--- src/rtl/debounce_edge_detector.sv ---
// Debounces a registered level input and reports committed edges as one-cycle strobes,
// along with a saturating count of rising commits.
module debounce_edge_detector #(
    parameter int DEBOUNCE_CYCLES = 4,
    parameter int CNT_WIDTH       = 8
) (
    input  logic                 clk,
    input  logic                 rstn,
    input  logic                 d_in,
    input  logic                 clr,
    output logic                 level_out,
    output logic                 rise_pulse,
    output logic                 fall_pulse,
    output logic [CNT_WIDTH-1:0] edge_count,
    output logic                 ovf
);

    localparam int                RUN_W    = $clog2(DEBOUNCE_CYCLES + 1);
    localparam logic [RUN_W-1:0]  RUN_LAST = RUN_W'(DEBOUNCE_CYCLES - 1);
    localparam logic [RUN_W-1:0]  RUN_ONE  = RUN_W'(1);

    typedef enum logic [1:0] {
        S_LOW,
        S_RISE_PEND,
        S_HIGH,
        S_FALL_PEND
    } state_t;

    state_t           state, state_nxt;
    logic [RUN_W-1:0] run_cnt, run_nxt;
    logic             rise_commit, fall_commit;

    always_ff @(posedge clk or negedge rstn) begin
        if (!rstn) begin
            state   <= S_LOW;
            run_cnt <= '0;
        end else begin
            state   <= state_nxt;
            run_cnt <= run_nxt;
        end
    end

    // A run of the opposite value must be unbroken; one contrary sample drops back to the stable state.
    always_comb begin
        state_nxt   = state;
        run_nxt     = run_cnt;
        rise_commit = 1'b0;
        fall_commit = 1'b0;
        case (state)
            S_LOW: begin
                run_nxt = '0;
                if (d_in) begin
                    if (DEBOUNCE_CYCLES == 1) begin
                        state_nxt   = S_HIGH;
                        rise_commit = 1'b1;
                    end else begin
                        state_nxt = S_RISE_PEND;
                        run_nxt   = RUN_ONE;
                    end
                end
            end
            S_RISE_PEND: begin
                if (!d_in) begin
                    state_nxt = S_LOW;
                    run_nxt   = '0;
                end else if (run_cnt == RUN_LAST) begin
                    state_nxt   = S_HIGH;
                    run_nxt     = '0;
                    rise_commit = 1'b1;
                end else begin
                    run_nxt = run_cnt + 1'b1;
                end
            end
            S_HIGH: begin
                run_nxt = '0;
                if (!d_in) begin
                    if (DEBOUNCE_CYCLES == 1) begin
                        state_nxt   = S_LOW;
                        fall_commit = 1'b1;
                    end else begin
                        state_nxt = S_FALL_PEND;
                        run_nxt   = RUN_ONE;
                    end
                end
            end
            S_FALL_PEND: begin
                if (d_in) begin
                    state_nxt = S_HIGH;
                    run_nxt   = '0;
                end else if (run_cnt == RUN_LAST) begin
                    state_nxt   = S_LOW;
                    run_nxt     = '0;
                    fall_commit = 1'b1;
                end else begin
                    run_nxt = run_cnt + 1'b1;
                end
            end
            default: begin
                state_nxt = S_LOW;
                run_nxt   = '0;
            end
        endcase
    end

    always_ff @(posedge clk or negedge rstn) begin
        if (!rstn) begin
            level_out  <= 1'b0;
            rise_pulse <= 1'b0;
            fall_pulse <= 1'b0;
        end else begin
            rise_pulse <= rise_commit;
            fall_pulse <= fall_commit;
            if (rise_commit) begin
                level_out <= 1'b1;
            end else if (fall_commit) begin
                level_out <= 1'b0;
            end
        end
    end

    // clr wins over a coincident rising commit, so that commit is never counted.
    always_ff @(posedge clk or negedge rstn) begin
        if (!rstn) begin
            edge_count <= '0;
            ovf        <= 1'b0;
        end else if (clr) begin
            edge_count <= '0;
            ovf        <= 1'b0;
        end else if (rise_commit) begin
            if (&edge_count) begin
                ovf <= 1'b1;
            end else begin
                edge_count <= edge_count + 1'b1;
            end
        end
    end

endmodule

--- config.mk ---
export PLATFORM = sky130hd
export DESIGN_NAME = debounce_edge_detector
export DESIGN_NICKNAME = d
export VERILOG_FILES = /design/src/rtl/debounce_edge_detector.sv
export SDC_FILE = /design/constraint.sdc
export NUM_CORES = 1
export LEC_CHECK = 0
export BUFFER_PORTS_ARGS = -buffer_cell sky130_fd_sc_hd__buf_2
export CORE_MARGIN = 2
export CORE_UTILIZATION = 51
export CTS_CLUSTER_DIAMETER = 80
export DETAILED_ROUTE_END_ITERATION = 10
export PLACE_DENSITY = 0.86
export REMOVE_ABC_BUFFERS = 1
export SYNTH_ARGS = -nofsm -noshare
export SYNTH_HDL_FRONTEND = slang
export SYNTH_SLANG_ARGS = --single-unit
--- constraint.sdc ---
create_clock -name clk -period 1.82 [get_ports clk]
set_clock_uncertainty 0.05 [all_clocks]
set_input_delay 0.182 -clock clk [delete_from_list [all_inputs] [get_ports clk]]
set_output_delay 0.182 -clock clk [all_outputs]
set_load 0.005 [all_outputs]
# Word-level counts from Yosys, hierarchy flattened
# Cells that the tools add are included.
# word_totals
input_bits	4
out_inout_bits	12
elab_cells	52
regBits	17
# op_classes
n_addsub	2
n_eq_ne	9
reduce_logical	8
muxes	26
# op_table
op	n
two-way mux 8 bit	3
two-way mux 1 bit	12
two-way mux 2 bit	6
case mux 3 bit (4 select lines)	1
two-way mux 3 bit	3
adder 8 x 1 -> 8 bit (second input constant)	1
case mux 2 bit (4 select lines)	1
AND reduction 8 bit	1
!= test 2 bit (second input constant)	3
!= test 3 bit (second input constant)	2
nonzero test 2 bit	3
== test 2 bit (second input constant)	2
AND reduction 2 bit	2
AND reduction 4 bit	1
adder 3 x 1 -> 3 bit (second input constant)	1
== test 3 x 2 -> 1 bit (second input constant)	1
== test 2 x 1 -> 1 bit (second input constant)	1
zero test 2 bit	1

# Depth between registers and ports, before layout
# Gate-level depths: netlist of the first run.
# logic_depth
word_depth	6
ltp_mapped	6

# Worst setup path before layout of the first run
# No wires, ideal clock.
# synth_timing
kind	register to register
start	register edge_count[0]
end	register edge_count[4]
slack_ps	238
path_stages_with_launch	7
setup_time_ps	78
period_less_slack_ps	1582
arrival_ps	1454
path_cell_list	dfrtp_1 ha_1 nand3_1 o211ai_2 buf_6 or3_1 a21oi_1
# synth_via
elab_chain_len	4
word_cells_on_any_way	7
cone_classes	add/sub (1); eq/ne (1); mux (3); reduce/logical (2)
# synth_rtl
item	line_no	source
start, declared	14	output logic [CNT_WIDTH-1:0] edge_count,
start signal, assigned	133	edge_count <= edge_count + 1'b1;
adder 8 x 1 -> 8 bit	133	
two-way mux 8 bit	130	if (&edge_count) begin
two-way mux 8 bit	129	end else if (rise_commit) begin
two-way mux 8 bit	126	end else if (clr) begin
# Several ways; a longest one is shown, not always the timed one. The select of a mux whose other input is x is not followed.
# A chain may end at the register's enable or synchronous reset.

# Worst setup path in the final report of the first run
# layout_timing
start	register edge_count[0]
end	register edge_count[6]
# Same word-level chain as after synthesis.

==> flow_summary.ini, run 1 <==
[outcome]
status = finished, final reports clean

[die]
rows = 14
die_area_um2 = 1840
die_w_um = 42.8
num_io_pins = 16
die_h_um = 42.8
coreArea_um2 = 1450
start_util_pct = 52.9

[grt]
grt-ovfl-total = 0
grt_use_total_pct = 16.8
grt_pass1_wl_mm = 2.23
first_global_vias = 505
grt_max_degree = 18
antenna_found_initial = 0

[yosys]
muxShareOfSynthArea_pct = 2.60
synth_area_leader_cell = dfrtp_1
synth-simple-area-share_pct = 21.8
ys_types = 28
synth.area.top_cells = dfrtp_1 55%, a21oi_1 3.9%, ha_1 3.3%
netlist_area_um2 = 769
synthXorXnorAreaFrac_pct = 2.28
async_reset_ff_share_pct = 100
ys_warn_count = 0
synth_top_area_share_pct = 55.3
synth_ff_type = dfrtp_1
ys_seq_area_share_pct = 55.3
synthCells = 72
synthAdderAreaFrac_pct = 3.25
synth_edf_count = 0
yosys_register_bits = 17
synth_top_family_by_area = simple AND/OR/NAND/NOR gates
syn_avg_cell_area_um2 = 10.7
synth_compound_area_share_pct = 11.9

[setup_path]
critical_path_class = reg2reg
arrival_ps = 1900
startpoint = edge_count[0]
crit_required_ps = 1980
crit_path_end_kind = flop
crit_fanout = 12
r2r-start = edge_count[0]
worstSetupStartpointType = flop

[sta]
drv_slew = 0
post-route-min-period_ps = 1730
setup_slack_ps = 88.9
finalSetupTns_ps = 0
setup_viol_count_final = 0
max_slew_margin_pct = 75.2
rsz0062_at_grt = no
worst_pin_slew_ps = 372
max_clock_freq_mhz = 578
post-route-period-util_pct = 95.1
hold_viol = 0

[drt]
finalWirelength_mm = 1.44
vias = 637
antenna_left = 0
wl_met3_um = 56
wl_met1_um = 636
drc = 0
drt-pass1-iter-count = 4
wl_met2_um = 728
wl_per_cell_um = 13.5
topRoutingLayerUsed = met4
viasPerCell = 5.95
drtIter0Drc = 15

[pwr]
p_leak_nw = 0.442
power_uw = 820
ir_drop_v = 0.000500
power_density_nw_per_um2 = 908

[clock_network]
cts_made_buffers = 3
clock_sinks = 17
cts_root_buf = clkbuf_4
cts_tree = yes
clkSlewWorstSetupHoldPaths_ps = 100
h-tree-depth = 1
cts_max_path_buffers = 2
clock_latency_ps = 290

[run]
max_cap_viol_count = 0

[placed_design]
post-place-ws_ps = 83.7
place_area_um2 = 857
place_congestion = 0.760
portBuffers = 15

[worst_hold_path]
worst_hold_path_type = in2reg
hp-start = d_in

[final_layout]
stdcell_area_um2 = 903
fillers = 108
drive_gt1_share_pct = 23.1
n_antenna_cell = 0
area_delta_synth_final_pct = 17.4
nets = 98
-- worst paths after layout --
path,to,slack (ps),cells after the start
worst max-delay path,edge_count[6],90,5
worst min-delay path,fall_pulse,90,2
worst max register to register,edge_count[6],90,5
worst min register to register,run_cnt[0],420,1
max in group asynchronous,edge_count[5],1160,2
min in group asynchronous,edge_count[7],280,2
-- synth_stat cells, drive strengths merged, types with 2 or more instances --
master and n:
dfrtp 17, a21oi 6, nor2 6, nand2 5, nand3 4, o21ai 4
or3 3, buf 2, ha 2, inv 2, mux2i 2, o31ai 2
or4 2, xor2 2
-- area by class of cell --
cell class                 instances  area (um^2)  share of cell area [%]
timing repair buffer              17         92.6                    10.2
tap                               16         20.0                    2.22
clock buffer                       3         22.5                    2.49
clock inverter                     1         5.00                   0.554
multi-input combinational         51          330                    36.6
sequential                        17          425                    47.1
inverter                           2         7.51                   0.831
-- through the flow --
step           cells  util (%)  hold WS [ps]
3_3_place_gp     102      59.0          63.3
2_1_floorplan     70         -          -164
3_5_place_dp     102      59.0          66.6
5_1_grt          107      62.1          75.6
4_1_cts          107      61.5          75.8
6_report         107      62.1          87.8
-- placed cells by master, fill, tap and decap left out, types with 2 or more instances in the layout --
master / count
xor2_1: 2
nand3_1: 4
inv_1: 2
or4_1: 2
or3_1: 3
o21ai_0: 4
a21oi_1: 6
ha_1: 2
mux2i_1: 2
buf_2: 15
nand2_1: 5
o31ai_1: 2
nor2_1: 6
clkbuf_4: 3
dfrtp_1: 17
-- critical path, cell delays in order, from the launching register on --
cell and delay (ps):
dfrtp_1 430, ha_1 270, nand3_1 180, o211ai_4 160, or4_1 430, a21oi_1 150
-- registers in the layout (all words and copies together), names as in the netlist, named ones only --
signal and flops:
ovf 1, level_out 1, state 1, fall_pulse 1, edge_count 8, run_cnt 3, rise_pulse 1
-- cell families (layout without fill, tap and decap cells) --
| kind of cell | Yosys count | after routing |
|---|---|---|
| fa+ha+maj | 2 | 2 |
| buf+inv | 4 | 23 |
| compound gates | 15 | 15 |
| xor+xnor | 2 | 2 |
| mux | 2 | 2 |
| simple gates | 30 | 30 |
| flops | 17 | 17 |
-- report_power, final --
part	switching [mW]	leakage [nW]	internal, mW
clock network	0.116	0.0177	0.0817
registers	0.0414	0.227	0.432
logic	0.0766	0.197	0.0721
-- timing repair --
item                       4_1_cts  5_1_grt
resized for setup                0        1
setup endpoints to repair        0        2
hold buffers                     1        0
hold endpoints to repair        17        0
setup buffers                    0        0
-- per-layer routing --
layer / GRT usage, % / vias up
met3: 5.11 / 4
li1: - / 299
met4: 9.38 / 0
met5: 0 / -
met1: 21.3 / 311
met2: 25.5 / 23
Power figures use the tool's default switching activity.
==> run 2: changes to the inputs <==
- CORE_UTILIZATION: 51 -> 55
- PLACE_DENSITY: 0.86 -> 0.91
- clock period: 1.82 -> 2.1 ns (I/O delays scaled with it)
==> flow_summary.ini, run 2 (synthesis gave the netlist of run 1 again) <==
[outcome]
status = finished, final reports clean

[clock_network]
cts_root_buf = clkbuf_4
clock_latency_ps = 290
cts_tree = yes
cts_max_path_buffers = 2
h-tree-depth = 1
clkSlewWorstSetupHoldPaths_ps = 100
cts_resized = 0
cts_made_buffers = 3
clock_sinks = 17

[setup_path]
slowest_stage = or4_1
r2r-start = edge_count[0]
crit_path_end_kind = flop
arrival_ps = 1940
crit_buf_inv = 0
crit_family = simple AND/OR/NAND/NOR gates
critical_path_class = reg2reg
startpoint = edge_count[0]
crit_fanout = 12
worstSetupStartpointType = flop
critPathMaxStageDelay_ps = 450
crit_required_ps = 2270
cp_cell_sequence = ha_1, nand3_1, o211ai_2, or4_1, a21oi_1

[sta]
worst_pin_slew_ps = 476
finalSetupTns_ps = 0
rsz0062_at_grt = no
post-route-period-util_pct = 84.1
drv_slew = 0
max_slew_margin_pct = 68.2
setup_viol_count_final = 0
post-route-min-period_ps = 1770
hold_viol = 0
max_clock_freq_mhz = 566
whs_ps = 99.0

[final_layout]
fillers = 103
largestRegisters = edge_count x8, run_cnt x3
nets = 97
area_delta_synth_final_pct = 15.1
final_cell_count_no_fill = 105
regMostFlops = edge_count
final_cell_mix = 17 x dfrtp_1, 15 x buf_2, 6 x nor2_1, 6 x a21oi_1, 5 x nand2_1
drive_gt1_share_pct = 22.2
n_antenna_cell = 0
fin_util_pct = 68.1
layout_commonest_cell = dfrtp_1
largest_reg_flops = 8

[die]
num_io_pins = 16
coreArea_um2 = 1300
die_w_um = 41.4
rows = 13
start_util_pct = 59.1
die_h_um = 41.4
die_area_um2 = 1710

[drt]
drt-pass1-iter-count = 4
drtIter0Drc = 18
antenna_left = 0
viasPerCell = 5.93
wl_per_cell_um = 13.4
finalWirelength_mm = 1.41
drc = 0
vias = 623

[grt]
first_global_vias = 564
grt_max_degree = 18
grt-ovfl-total = 0
grt_use_total_pct = 17.4
antenna_found_initial = 0
grt_pass1_wl_mm = 2.31

[placed_design]
place_congestion = 0.825
portBuffers = 15
place_inst = 100
dpl.hpwl_mm = 1.05

[worst_hold_path]
hp-start = d_in
worst_hold_path_type = in2reg

[pwr]
power_uw = 705
p_leak_nw = 0.444
ir_drop_v = 0.000418
power_density_nw_per_um2 = 796

[run]
max_cap_viol_count = 0
[run 2: what timing repair did]
action	in CTS	in global routing
endpoints found under the hold margin	17	0
buffers inserted	0	0
hold buffers	1	0
[run 2: layer usage]
metal / vias to the layer above / GRT usage (%) / part of all wire [%]
met2: 25 / 28.7 / 51
met5: - / 0 / 0
met3: 4 / 2.61 / 5.3
met4: 0 / 7.74 / 1.6
li1: 296 / - / -
met1: 298 / 22.6 / 42
[run 2: metrics by stage]
stage | setup slack, ps | area, um^2
floorplan | 483 | 754
global placement | 449 | 848
detailed placement | 365 | 848
CTS | 342 | 886
global route | 208 | 886
finish | 334 | 886
[run 2: cell type report]
cell class | count | area (um^2) | area share [%]
clock buffers | 3 | 22.5 | 2.54
clock inverters | 1 | 5.00 | 0.565
inverters | 2 | 7.51 | 0.847
well taps | 15 | 18.8 | 2.12
multi-input cells | 51 | 322 | 36.3
repair buffers | 16 | 85.1 | 9.60
flip-flops and latches | 17 | 425 | 48.0
[run 2: final timing paths]
check	endpoint	depth (start not counted)	slack, ps
min in group asynchronous	state[0]	2	300
hold / removal	fall_pulse	2	100
setup / recovery	edge_count[5]	5	330
max in group asynchronous	edge_count[3]	2	1430
hold reg to reg	run_cnt[0]	1	400
setup reg to reg	edge_count[5]	5	330
[run 2: report_power, final]
group	internal (mW)	switching [mW]
Sequential	0.374	0.0353
Clock	0.0707	0.102
Combinational	0.0595	0.0629
Total	0.505	0.200
==> run 3: changes to the inputs <==
- CORE_UTILIZATION: 55 -> 51
- PLACE_DENSITY: 0.91 -> 0.86
- clock period: 2.1 -> 1.7 ns (I/O delays scaled with it)
==> flow_summary.ini, run 3 (synthesis gave the netlist of run 1 again) <==
[sta]
post-route-min-period_ps = 1610
post-route-period-util_pct = 94.5
finalSetupTns_ps = 0
setup_viol_count_final = 0
worst_pin_slew_ps = 392
drv_slew = 0
hold_viol = 0
whs_ps = 64.2
max_slew_margin_pct = 73.6
max_clock_freq_mhz = 623

[final_layout]
n_antenna_cell = 0
stdcell_area_um2 = 946
fin_util_pct = 65.1
area_delta_synth_final_pct = 22.9
largest_reg_flops = 8
final_cell_mix = 17 x dfrtp_1, 15 x buf_2, 6 x nor2_1, 6 x a21oi_1, 5 x nand2_1
layout_commonest_cell = dfrtp_1
regMostFlops = edge_count
largestRegisters = edge_count x8, run_cnt x3
drive_gt1_share_pct = 28.4
nets = 102

[worst_hold_path]
worst_hold_path_type = in2reg
hp-start = d_in

[die]
start_util_pct = 52.9
num_io_pins = 16
die_w_um = 42.8
coreArea_um2 = 1450
die_area_um2 = 1840
die_h_um = 42.8
rows = 14

[setup_path]
crit_required_ps = 1880
cp_cell_sequence = ha_1, and3b_2, o211ai_2, or4_1, a21oi_1
crit_path_end_kind = flop
startpoint = run_cnt[0]
r2r-start = run_cnt[0]
crit_fanout = 5
critical_path_class = reg2reg
arrival_ps = 1780
crit_buf_inv = 0
worstSetupStartpointType = flop
crit_family = simple AND/OR/NAND/NOR gates
slowest_stage = or4_1
critPathMaxStageDelay_ps = 410

[grt]
grt_max_degree = 18
antenna_found_initial = 0
first_global_vias = 547
grt_use_total_pct = 17.9
grt_pass1_wl_mm = 2.37
grt-ovfl-total = 0

[placed_design]
place_area_um2 = 880
dpl.hpwl_mm = 1.04
place_congestion = 0.778
portBuffers = 15

[drt]
finalWirelength_mm = 1.63
viasPerCell = 5.83
drt-pass1-iter-count = 4
wl_per_cell_um = 14.7
antenna_left = 0
drc = 0
drtIter0Drc = 22
vias = 647

[clock_network]
clkSlewWorstSetupHoldPaths_ps = 100
cts_made_buffers = 3
cts_tree = yes
clock_latency_ps = 290
cts_max_path_buffers = 2
clock_sinks = 17
h-tree-depth = 1
cts_root_buf = clkbuf_4
post_cts_buffers = 0

[pwr]
power_density_nw_per_um2 = 947
p_leak_nw = 0.458
power_uw = 895
ir_drop_v = 0.000514

[run]
max_cap_viol_count = 0

[outcome]
status = finished, final reports clean
## run 3: final timing paths
| path | endpoint | slack (ps) | cells after the start |
|---|---|---|---|
| max | edge_count[5] | 90 | 5 |
| min in group asynchronous | edge_count[0] | 290 | 2 |
| min reg2reg | run_cnt[0] | 410 | 1 |
| min | fall_pulse | 60 | 2 |
| max in group asynchronous | async pin | 1040 | 2 |
| max reg2reg | edge_count[5] | 90 | 5 |
## run 3: final cells by class
type,count,area (um^2)
multi-input combinational,52,352
tap,16,20.0
fill,112,508
inverter,2,7.51
clock buffer,4,26.3
sequential,17,425
timing repair buffer,20,115
## run 3: metrics by stage
step	setup WS, ps	std cells
after floorplan	83.3	70
final	94.3	111
after CTS	19.9	110
after detailed placement	41.3	105
after global routing	-5.84	111
after global placement	109	105
## run 3: layer usage
layer	share of wire [%]	global-route usage, %
met1	44	23.1
met3	3.9	3.83
met4	2.6	11.3
met2	49	27.0
met5	0	0
## run 3: repair_timing
item                                    4_1_cts  5_1_grt
endpoints found under the hold margin        17        0
gates resized for setup                       0        4
hold buffers                                  1        0
endpoints found under the setup margin        0        5
## run 3: worst reg2reg max path, stage by stage, from the launching register on
cell	delay, ps
dfrtp_1	360
ha_1	190
and3b_2	260
o211ai_2	130
or4_1	410
a21oi_1	150
## run 3: where the power goes
part / internal (mW) / leakage (nW) / total [mW] / switching (mW)
combinational: 0.0836 / 0.216 / 0.174 / 0.0902
clock: 0.0914 / 0.0150 / 0.214 / 0.123
sequential: 0.463 / 0.227 / 0.508 / 0.0449
